===== src/rtl/mem_arb_pkg.sv =====
// Shared types and constants for the CPU memory-port arbiter.
package mem_arb_pkg;

  typedef enum logic [2:0] {
    S_IDLE,
    S_LOCAL,
    S_DDR_CMD,
    S_DDR_WAIT,
    S_ACK
  } mem_arb_state_t;

  typedef enum logic {
    REQ_IF = 1'b0,
    REQ_D  = 1'b1
  } mem_arb_req_t;

  localparam logic [31:0] TIMEOUT_DATA     = 32'hDEADBEEF;
  localparam logic [29:0] DDR_BASE_DEFAULT = 30'h1000;

endpackage


===== src/rtl/mem_arb_rr.sv =====
// Two-way round-robin picker: on a tie the requester not granted last wins.
module mem_arb_rr
  import mem_arb_pkg::*;
(
  input  logic [1:0]   req_i,   // [0] fetch, [1] data
  input  mem_arb_req_t last_i,
  output mem_arb_req_t grant_o
);

  always_comb begin
    grant_o = REQ_IF;
    if (req_i == 2'b11) grant_o = (last_i == REQ_IF) ? REQ_D : REQ_IF;
    else if (req_i[1])  grant_o = REQ_D;
  end

endmodule


===== src/rtl/mem_arbiter.sv =====
// Shares one memory port between fetch and data requesters (SRAM/disk fixed
// latency, LPDDR2 handshaked). MEM_ARB_TIMEOUT_EN adds an LPDDR2 watchdog.
module mem_arbiter
  import mem_arb_pkg::*;
#(
  parameter logic [29:0] DDR_BASE       = DDR_BASE_DEFAULT,
  parameter int unsigned LOCAL_LAT      = 1,
  parameter int unsigned TIMEOUT_CYCLES = 1024
) (
  input  logic        clk,
  input  logic        rst,
  input  logic        if_req,
  input  logic [29:0] if_addr,
  output logic [31:0] if_rdata,
  output logic        if_ack,
  input  logic        d_req,
  input  logic        d_we,
  input  logic [29:0] d_addr,
  input  logic [31:0] d_wdata,
  output logic [31:0] d_rdata,
  output logic        d_ack,
  output logic [29:0] mem_addr,
  output logic [31:0] mem_wdata,
  output logic        mem_wren,
  output logic        mem_rren,
  input  logic [31:0] mem_rdata,
  input  logic        ddr_ready,
  input  logic        ddr_rvalid,
  output logic        busy,
  output logic        timeout_err
);

  mem_arb_state_t state_q, state_d;
  mem_arb_req_t   gnt_q, gnt_d, last_q, last_d, rr_gnt;
  logic        we_q, we_d, wren_q, wren_d, rren_q, rren_d;
  logic        if_ack_q, if_ack_d, d_ack_q, d_ack_d;
  logic [29:0] addr_q, addr_d;
  logic [31:0] wdata_q, wdata_d, if_rdata_q, if_rdata_d, d_rdata_q, d_rdata_d;
  logic [1:0]  lcnt_q, lcnt_d;
  logic        fin, cap;
  logic [31:0] fin_data;

`ifdef MEM_ARB_TIMEOUT_EN
  localparam int TCW = $clog2(TIMEOUT_CYCLES + 1);
  logic [TCW-1:0] tcnt_q, tcnt_d;
  logic           tmo_q, tmo_d;
`else
  // Parameter kept so both builds instantiate identically.
  logic unused_tmo;
  assign unused_tmo = ^TIMEOUT_CYCLES;
`endif

  mem_arb_rr u_rr (
    .req_i   ({d_req, if_req}),
    .last_i  (last_q),
    .grant_o (rr_gnt)
  );

  always_comb begin
    state_d    = state_q;
    gnt_d      = gnt_q;
    last_d     = last_q;
    we_d       = we_q;
    addr_d     = addr_q;
    wdata_d    = wdata_q;
    wren_d     = wren_q;
    rren_d     = rren_q;
    lcnt_d     = lcnt_q;
    if_rdata_d = if_rdata_q;
    d_rdata_d  = d_rdata_q;
    if_ack_d   = 1'b0;
    d_ack_d    = 1'b0;
    fin        = 1'b0;
    cap        = 1'b0;
    fin_data   = mem_rdata;
`ifdef MEM_ARB_TIMEOUT_EN
    tcnt_d     = tcnt_q;
    tmo_d      = 1'b0;
`endif
    case (state_q)
      S_IDLE: if (if_req || d_req) begin
        gnt_d = rr_gnt;
        if (rr_gnt == REQ_IF) begin
          addr_d = if_addr;
          we_d   = 1'b0;
        end else begin
          addr_d  = d_addr;
          we_d    = d_we;
          wdata_d = d_wdata;
        end
        wren_d = we_d;
        rren_d = !we_d;
        if (addr_d < DDR_BASE) begin
          state_d = S_LOCAL;
          lcnt_d  = 2'(LOCAL_LAT - 1);
        end else begin
          state_d = S_DDR_CMD;
`ifdef MEM_ARB_TIMEOUT_EN
          tcnt_d  = '0;
`endif
        end
      end
      S_LOCAL: begin
        // Local devices take a single-cycle strobe, then return data at LOCAL_LAT.
        wren_d = 1'b0;
        rren_d = 1'b0;
        if (lcnt_q == 2'd0) begin
          fin = 1'b1;
          cap = !we_q;
        end else begin
          lcnt_d = lcnt_q - 2'd1;
        end
      end
      S_DDR_CMD: if (ddr_ready) begin
        wren_d = 1'b0;
        rren_d = 1'b0;
        if (we_q) fin = 1'b1;
        else      state_d = S_DDR_WAIT;
      end
      S_DDR_WAIT: if (ddr_rvalid) begin
        fin = 1'b1;
        cap = 1'b1;
      end
      S_ACK: begin
        last_d  = gnt_q;
        state_d = S_IDLE;
      end
      default: state_d = S_IDLE;
    endcase

`ifdef MEM_ARB_TIMEOUT_EN
    if ((state_q == S_DDR_CMD) || (state_q == S_DDR_WAIT)) begin
      tcnt_d = tcnt_q + 1'b1;
      if (!fin && (tcnt_q == TCW'(TIMEOUT_CYCLES - 1))) begin
        fin      = 1'b1;
        cap      = !we_q;
        fin_data = TIMEOUT_DATA;
        wren_d   = 1'b0;
        rren_d   = 1'b0;
        tmo_d    = 1'b1;
      end
    end
`endif

    if (fin) begin
      state_d = S_ACK;
      if (gnt_q == REQ_IF) begin
        if_ack_d = 1'b1;
        if (cap) if_rdata_d = fin_data;
      end else begin
        d_ack_d = 1'b1;
        if (cap) d_rdata_d = fin_data;
      end
    end
  end

  always_ff @(posedge clk) begin
    if (!rst) begin
      state_q    <= S_IDLE;
      gnt_q      <= REQ_D;
      last_q     <= REQ_D;
      we_q       <= 1'b0;
      addr_q     <= '0;
      wdata_q    <= '0;
      wren_q     <= 1'b0;
      rren_q     <= 1'b0;
      lcnt_q     <= '0;
      if_rdata_q <= '0;
      d_rdata_q  <= '0;
      if_ack_q   <= 1'b0;
      d_ack_q    <= 1'b0;
`ifdef MEM_ARB_TIMEOUT_EN
      tcnt_q     <= '0;
      tmo_q      <= 1'b0;
`endif
    end else begin
      state_q    <= state_d;
      gnt_q      <= gnt_d;
      last_q     <= last_d;
      we_q       <= we_d;
      addr_q     <= addr_d;
      wdata_q    <= wdata_d;
      wren_q     <= wren_d;
      rren_q     <= rren_d;
      lcnt_q     <= lcnt_d;
      if_rdata_q <= if_rdata_d;
      d_rdata_q  <= d_rdata_d;
      if_ack_q   <= if_ack_d;
      d_ack_q    <= d_ack_d;
`ifdef MEM_ARB_TIMEOUT_EN
      tcnt_q     <= tcnt_d;
      tmo_q      <= tmo_d;
`endif
    end
  end

  assign mem_addr  = addr_q;
  assign mem_wdata = wdata_q;
  assign mem_wren  = wren_q;
  assign mem_rren  = rren_q;
  assign if_rdata  = if_rdata_q;
  assign d_rdata   = d_rdata_q;
  assign if_ack    = if_ack_q;
  assign d_ack     = d_ack_q;
  assign busy      = (state_q != S_IDLE);
`ifdef MEM_ARB_TIMEOUT_EN
  assign timeout_err = tmo_q;
`else
  assign timeout_err = 1'b0;
`endif

endmodule


===== config.mk =====
export PLATFORM = sky130hd
export DESIGN_NAME = mem_arbiter
export DESIGN_NICKNAME = d
export VERILOG_FILES = /design/src/rtl/mem_arb_pkg.sv /design/src/rtl/mem_arb_rr.sv /design/src/rtl/mem_arbiter.sv
export SDC_FILE = /design/constraint.sdc
export NUM_CORES = 1
export LEC_CHECK = 0
export ABC_CLOCK_PERIOD_IN_PS = 2500
export CAP_MARGIN = 20
export CELL_PAD_IN_SITES_DETAIL_PLACEMENT = 1
export CELL_PAD_IN_SITES_GLOBAL_PLACEMENT = 1
export CORE_MARGIN = 5
export CORE_UTILIZATION = 29
export CTS_CLUSTER_DIAMETER = 200
export DETAILED_ROUTE_END_ITERATION = 8
export PLACE_DENSITY_LB_ADDON = 0.1
export SLEW_MARGIN = 30
export SYNTH_ARGS = -nofsm -noshare
export SYNTH_HDL_FRONTEND = slang
export SYNTH_SLANG_ARGS = --single-unit
export TNS_END_PERCENT = 10

===== constraint.sdc =====
create_clock -name clk -period 2.5 [get_ports clk]
set_input_delay 0.25 -clock clk [delete_from_list [all_inputs] [get_ports clk]]
set_output_delay 0.25 -clock clk [all_outputs]
set_load 0.005 [all_outputs]

==> flow_summary_export.csv, run 1 <==
group,metric,value,unit
global_routing,grt_pass1_wl,30100,um
critical_path,crit_path_max_incr_delay,0.42,ns
layout,multi_input_area,2370,um^2
placed_design,dpl.hpwl,14100,um
layout,fin_cells,1060,
synthesis,syn_nets,701,
critical_path,critPathLaunchType,"flop",
drt,routed_wl,19000,um
sta,post-route-period-util,0.876,
global_routing,grt_pass1_vias,5512,
floorplan,core,18100,um^2
outcome,status,"completed",
power_and_ir_drop,p_leak,3.36,nW
sta,rsz0062_at_grt,"no",
global_routing,grt_max_degree,73,
synthesis,netlist_area,5350,um^2
drt,dr.first_iter.drc_count,152,
drt,vias,5027,
drt,drtAntennaViolNets,0,
synthesis,avgSynthCellArea,9.41,um^2
sta,slew_violations,0,
clocking,clkLatencyLatePin,0.42,ns
synthesis,synth.largest_area_cell,"dfxtp_1",
synthesis,yosys_warnings,0,
layout,diodes,0,
sta,maxSlewHeadroom,0.496,
power_and_ir_drop,ir_drop,492,uV
power_and_ir_drop,p_per_area,755,nW/um^2
floorplan,die_w,146,um
placed_design,placedCellCount,1028,
power_and_ir_drop,p_total,6.67,mW
synthesis,async_flop_share,0,
hold_path,hp-start,"d_wdata[14]",
hold_path,hold_end,"mem_wdata[14]",
drt,wl_per_cell,17.9,um
drt,firstDrtPassIters,4,
synthesis,synth_fa_ha_area_frac,0.00234,
power_and_ir_drop,internal_power,4.91,mW
synthesis,synth_mux_area_frac,0.180,
synthesis,synth_compound_area_frac,0.101,
synthesis,synth_simple_gate_area_frac,0.156,
synthesis,synth_top_area_frac,0.516,
critical_path,cp-end-kind,"flop",
critical_path,r2r_setup_slack,0.31,ns
critical_path,r2r_start,"lcnt_q[0]",
critical_path,arrival,2.48,ns
floorplan,start_util,0.296,
sta,skew,0.0106,ns
sta,fin_crit,2.19,ns
clocking,clock_sinks,138,
synthesis,synth-seq-cells,138,
clocking,cts-root-buf,"clkbuf_16",
critical_path,crit_required,2.79,ns
critical_path,r2r_cells,7,
global_routing,antenna_found_initial,0,
layout,drive_gt1_frac,0.0602,
sta,setup_tns,0,ns
clocking,cts_tree,"built",
synthesis,synth-seq-area-share,0.516,
sta,setup-violations-final,0,
critical_path,crit_path_cell_trace,"inv_1 > ha_1 > or3b_4 > a2111oi_4 > buf_12 > mux2i_1 > nor2_1",
clocking,htreeDepth,4,
drt,drc,0,
power_and_ir_drop,switching_share,0.264,
power_and_ir_drop,p_comb_frac,0.219,
power_and_ir_drop,pwr-share-clk,0.398,
hold_path,hp-class,"in2reg",
critical_path,slowest_stage,"or3b_4",
synthesis,synth_area_leaders,"dfxtp_1, mux2i_1, nor2_1",
global_routing,overflow,0,
floorplan,dieArea,21300,um^2
synthesis,synth_top_family_by_area,"multiplexers",
placed_design,io_buffers,261,
critical_path,critPathKind,"reg2reg",
clocking,clk_pin_slew_worst_paths,0.07,ns
synthesis,syn_inst,569,
synthesis,synthXorXnorAreaFrac,0,
layout,nets,950,
layout,n_fill_cell,2034,
sta,final_hold_viol_count,0,
clocking,hold_buffers,0,
run,max-cap-violations,0,
floorplan,fp.dieH,146,um
clocking,post_cts_resize_count,0,
hold_path,hold_depth,3,
critical_path,crit_fanout,32,
power_and_ir_drop,p_sw,1.76,mW
drt,via_per_inst,4.74,
floorplan,rows,49,
sta,fmax,457,MHz
floorplan,pin_count,263,
sta,worst_slew_pin_slew,0.754,ns
layout,ff_latch_area,2760,um^2
clocking,cts_setup_buffers,0,
global_routing,track_usage,0.176,
layout,area_growth,65.1,%
synthesis,synth-edff-count,0,
critical_path,r2r_end,"if_rdata[16]",
power_and_ir_drop,sequentialPowerShare,0.383,
clocking,numCtsBuffers,17,
synthesis,yosysUniqueCellTypes,39,
placed_design,gp_congestion,0.769,
clocking,clock_path_buffers,2,
synthesis,synth_flop_cell,"dfxtp_1",
==> per-stage QoR <==
stage	hold WS [ns]	area, um^2	util	worst slack, ns
finish	0.385	8840	0.489	0.309
global route	0.380	8840	0.489	0.160
CTS	0.366	8840	0.489	0.296
detailed placement	0.449	8210	0.454	0.138
global placement	0.441	8210	0.454	0.211
floorplan	0.312	5350	-	0.452
==> cell usage after synthesis (all sizes together) (2+ instances only) <==
master and count:
inv 7, o32ai 2, nand3 2, and3 2
nor2 102, nand2b 3, or4 3, clkbuf 26
nor3 4, dfxtp 138, a21oi 36, nand2 74
nor4 7, a211oi 30, buf 16, o21ai 3
mux2i 95
==> logic make-up after synthesis <==
group,count (synthesis)
fa+ha+maj,1
buf+inv,49
simple gates,203
mux,96
other cells,1
flops,138
compound gates,81
==> worst max path at each step <==
| stage | startpoint | slack [ns] | cells past startpoint | to |
|---|---|---|---|---|
| after floorplan | lcnt_q[0] | 0.45 | 7 | if_rdata[20] |
| after global placement | if_addr[28] | 0.21 | 5 | state_q[1] |
| after detailed placement | if_addr[28] | 0.14 | 5 | state_q[1] |
| after CTS | lcnt_q[0] | 0.30 | 7 | if_rdata[18] |
| after global routing | lcnt_q[0] | 0.16 | 7 | if_rdata[27] |
| final | lcnt_q[0] | 0.31 | 7 | if_rdata[16] |
==> routing by layer <==
| metal | global-route usage | vias to the layer above | part of all wire |
|---|---|---|---|
| li1 | - | 2449 | - |
| met1 | 0.205 | 2387 | 0.42 |
| met2 | 0.303 | 166 | 0.50 |
| met3 | 0.0598 | 25 | 0.068 |
| met4 | 0.0603 | 0 | 0.019 |
| met5 | 0 | - | 0 |
==> registers in the layout, indices dropped and copies added, names as in the netlist <==
name,count
state_q,3
last_q,1
d_rdata,32
mem_rren,1
mem_wdata,32
if_ack,1
we_q,1
if_rdata,32
lcnt_q,2
mem_wren,1
mem_addr,30
d_ack,1
gnt_q,1
==> layout by cell type, fill, tap and decap left out, types with 2 or more instances in the layout <==
cell type / count
a211oi_1: 30
a21oi_1: 36
and3_1: 2
buf_12: 5
buf_4: 6
bufinv_16: 4
clkbuf_16: 17
clkdlybuf4s50_1: 261
clkinv_2: 2
clkinv_4: 5
clkinvlp_4: 2
dfxtp_1: 138
inv_1: 6
mux2i_1: 95
nand2_1: 74
nand2b_1: 3
nand3_1: 2
nor2_1: 101
nor3_1: 4
nor4_1: 7
o21ai_0: 3
o32ai_1: 2
or4_1: 3
==> layout make-up <==
| type | count | area share |
|---|---|---|
| inverters | 7 | 0.00326 |
| multi-input cells | 382 | 0.269 |
| flip-flops and latches | 138 | 0.313 |
| clock inverters | 14 | 0.0224 |
| well taps | 229 | 0.0324 |
| clock buffers | 18 | 0.0486 |
| repair buffers | 272 | 0.312 |
==> power groups by stage <==
| stage | Combinational, mW | Sequential [mW] | Clock, mW |
|---|---|---|---|
| global route | 1.59 | 2.59 | 2.83 |
| global placement | 1.43 | 2.59 | 0 |
| detailed placement | 1.47 | 2.61 | 0 |
| floorplan | 0.639 | 2.59 | 0 |
| CTS | 1.48 | 2.56 | 2.74 |
| finish | 1.46 | 2.56 | 2.65 |
==> worst max-delay path, delay by kind of cell, from the launching register on <==
family                   cells  cell delay (ns)
flip-flops                   1             0.34
AO/OA/AOI/OAI                1             0.41
AND/OR/NAND/NOR              2             0.48
multiplexers                 1             0.24
adder cells (fa/ha/maj)      1             0.22
buffers and inverters        2             0.36
Note: power is estimated with default switching activity, not from simulation.
==> inputs of run 2 (changes only) <==
--- a/config.mk
+++ b/config.mk
@@ -13,7 +13,9 @@
 export CORE_UTILIZATION = 29
 export CTS_CLUSTER_DIAMETER = 200
 export DETAILED_ROUTE_END_ITERATION = 8
+export MAX_ROUTING_LAYER = met4
 export PLACE_DENSITY_LB_ADDON = 0.1
+export SETUP_SLACK_MARGIN = 0.15
 export SLEW_MARGIN = 30
 export SYNTH_ARGS = -nofsm -noshare
 export SYNTH_HDL_FRONTEND = slang
==> flow_summary_export.csv, run 2 (synthesis results as in run 1) <==
group,metric,value,unit
outcome,status,"completed",
sta,skew,0.0108,ns
sta,fmax,457,MHz
layout,fin_util,0.489,
critical_path,r2r_end,"if_rdata[16]",
floorplan,core,18100,um^2
sta,worst_slew_pin_slew,0.749,ns
sta,setup_tns,0,ns
floorplan,die_w,146,um
power_and_ir_drop,p_leak,3.36,nW
critical_path,critPathKind,"reg2reg",
layout,area_growth,65.1,%
sta,worst_slack,0.310,ns
critical_path,arrival,2.48,ns
clocking,clock_sinks,138,
drt,dr.first_iter.drc_count,153,
hold_path,hp-start,"d_wdata[14]",
drt,vias,5027,
power_and_ir_drop,ir_drop,493,uV
critical_path,r2r_cells,7,
floorplan,start_util,0.296,
critical_path,r2r_setup_slack,0.31,ns
sta,fin_crit,2.19,ns
clocking,cts-root-buf,"clkbuf_16",
floorplan,pin_count,263,
critical_path,r2r_start,"lcnt_q[0]",
sta,maxSlewHeadroom,0.500,
floorplan,fp.dieH,146,um
floorplan,rows,49,
layout,diodes,0,
clocking,cts_tree,"built",
sta,slew_violations,0,
layout,nets,950,
drt,drtAntennaViolNets,0,
global_routing,overflow,0,
floorplan,dieArea,21300,um^2
sta,post-route-period-util,0.876,
critical_path,crit_fanout,32,
clocking,clkLatencyLatePin,0.42,ns
critical_path,critPathLaunchType,"flop",
drt,firstDrtPassIters,4,
layout,n_fill_cell,2034,
layout,drive_gt1_frac,0.0602,
placed_design,placed_area,8210,um^2
hold_path,hp-class,"in2reg",
global_routing,grt_pass1_vias,5535,
sta,final_hold_viol_count,0,
global_routing,track_usage,0.181,
global_routing,grt_max_degree,73,
placed_design,dpl.hpwl,14100,um
critical_path,crit_required,2.79,ns
clocking,cts_setup_buffers,0,
layout,final_cell_mix,"clkdlybuf4s50_1, dfxtp_1, nor2_1",
hold_path,hold_end,"mem_wdata[14]",
clocking,numCtsBuffers,17,
clocking,clock_path_buffers,2,
placed_design,gp_congestion,0.780,
global_routing,antenna_found_initial,0,
drt,wl_per_cell,17.9,um
run,max-cap-violations,0,
clocking,hold_buffers,0,
hold_path,hold_depth,3,
global_routing,grt_pass1_wl,30000,um
clocking,post_cts_resize_count,0,
layout,layout_commonest_cell,"clkdlybuf4s50_1",
drt,routed_wl,19000,um
sta,rsz0062_at_grt,"no",
layout,stdcell_area,8840,um^2
sta,setup-violations-final,0,
drt,drc,0,
placed_design,io_buffers,261,
critical_path,cp-end-kind,"flop",
power_and_ir_drop,p_total,6.67,mW
clocking,clk_pin_slew_worst_paths,0.06,ns
drt,via_per_inst,4.74,
placed_design,dp_slack,0.138,ns
power_and_ir_drop,p_per_area,755,nW/um^2
clocking,htreeDepth,4,
## run 2: cell counts in the layout (fill, tap and decap cells not counted)
Identical to the previous run, type by type.
## run 2: per-stage QoR
step	cells	hold slack, ns
after global placement	1028	0.441
after CTS	1060	0.366
after detailed placement	1028	0.449
after global routing	1060	0.377
after floorplan	569	0.312
final	1060	0.385
## run 2: layout make-up
| type | instances | area (um^2) | area share |
|---|---|---|---|
| clock inverters | 14 | 198 | 0.0224 |
| flip-flops and latches | 138 | 2760 | 0.313 |
| well taps | 229 | 287 | 0.0324 |
| repair buffers | 272 | 2760 | 0.312 |
| clock buffers | 18 | 429 | 0.0486 |
| multi-input cells | 382 | 2370 | 0.269 |
| inverters | 7 | 28.8 | 0.00326 |
## run 2: worst max-delay path: stages, from the launching register on
cell,delay [ns]
dfxtp_1,0.34
inv_1,0.07
ha_1,0.22
or3b_4,0.42
a2111oi_4,0.41
buf_12,0.29
mux2i_1,0.23
nor2_1,0.06
## run 2: metal layers
layer | global-route usage | routed length (um)
met1 | 0.207 | 8010
met2 | 0.304 | 9450
met3 | 0.0567 | 1200
met4 | 0.0575 | 329
met5 | - | 0
## run 2: worst max-delay path by stage
stage                start            to  cells after the start  slack (ns)
6_report         lcnt_q[0]  if_rdata[16]                      7        0.31
5_1_grt          lcnt_q[0]  if_rdata[27]                      7        0.16
4_1_cts          lcnt_q[0]  if_rdata[18]                      7        0.30
3_5_place_dp   if_addr[28]    state_q[1]                      5        0.14
3_3_place_gp   if_addr[28]    state_q[1]                      5        0.21
2_1_floorplan    lcnt_q[0]  if_rdata[20]                      7        0.45
## run 2: report_power, final
group / total (mW) / internal [mW] / switching [mW]
Clock: 2.65 / 1.68 / 0.975
Combinational: 1.46 / 0.817 / 0.642
Sequential: 2.56 / 2.42 / 0.139
==> inputs of run 3 (changes only) <==
--- a/config.mk
+++ b/config.mk
@@ -13,7 +13,6 @@
 export CORE_UTILIZATION = 29
 export CTS_CLUSTER_DIAMETER = 200
 export DETAILED_ROUTE_END_ITERATION = 8
-export MAX_ROUTING_LAYER = met4
 export PLACE_DENSITY_LB_ADDON = 0.1
 export SETUP_SLACK_MARGIN = 0.15
 export SLEW_MARGIN = 30
==> results of run 3 <==
Final layout, timing and power as in run 1 (identical DEF).
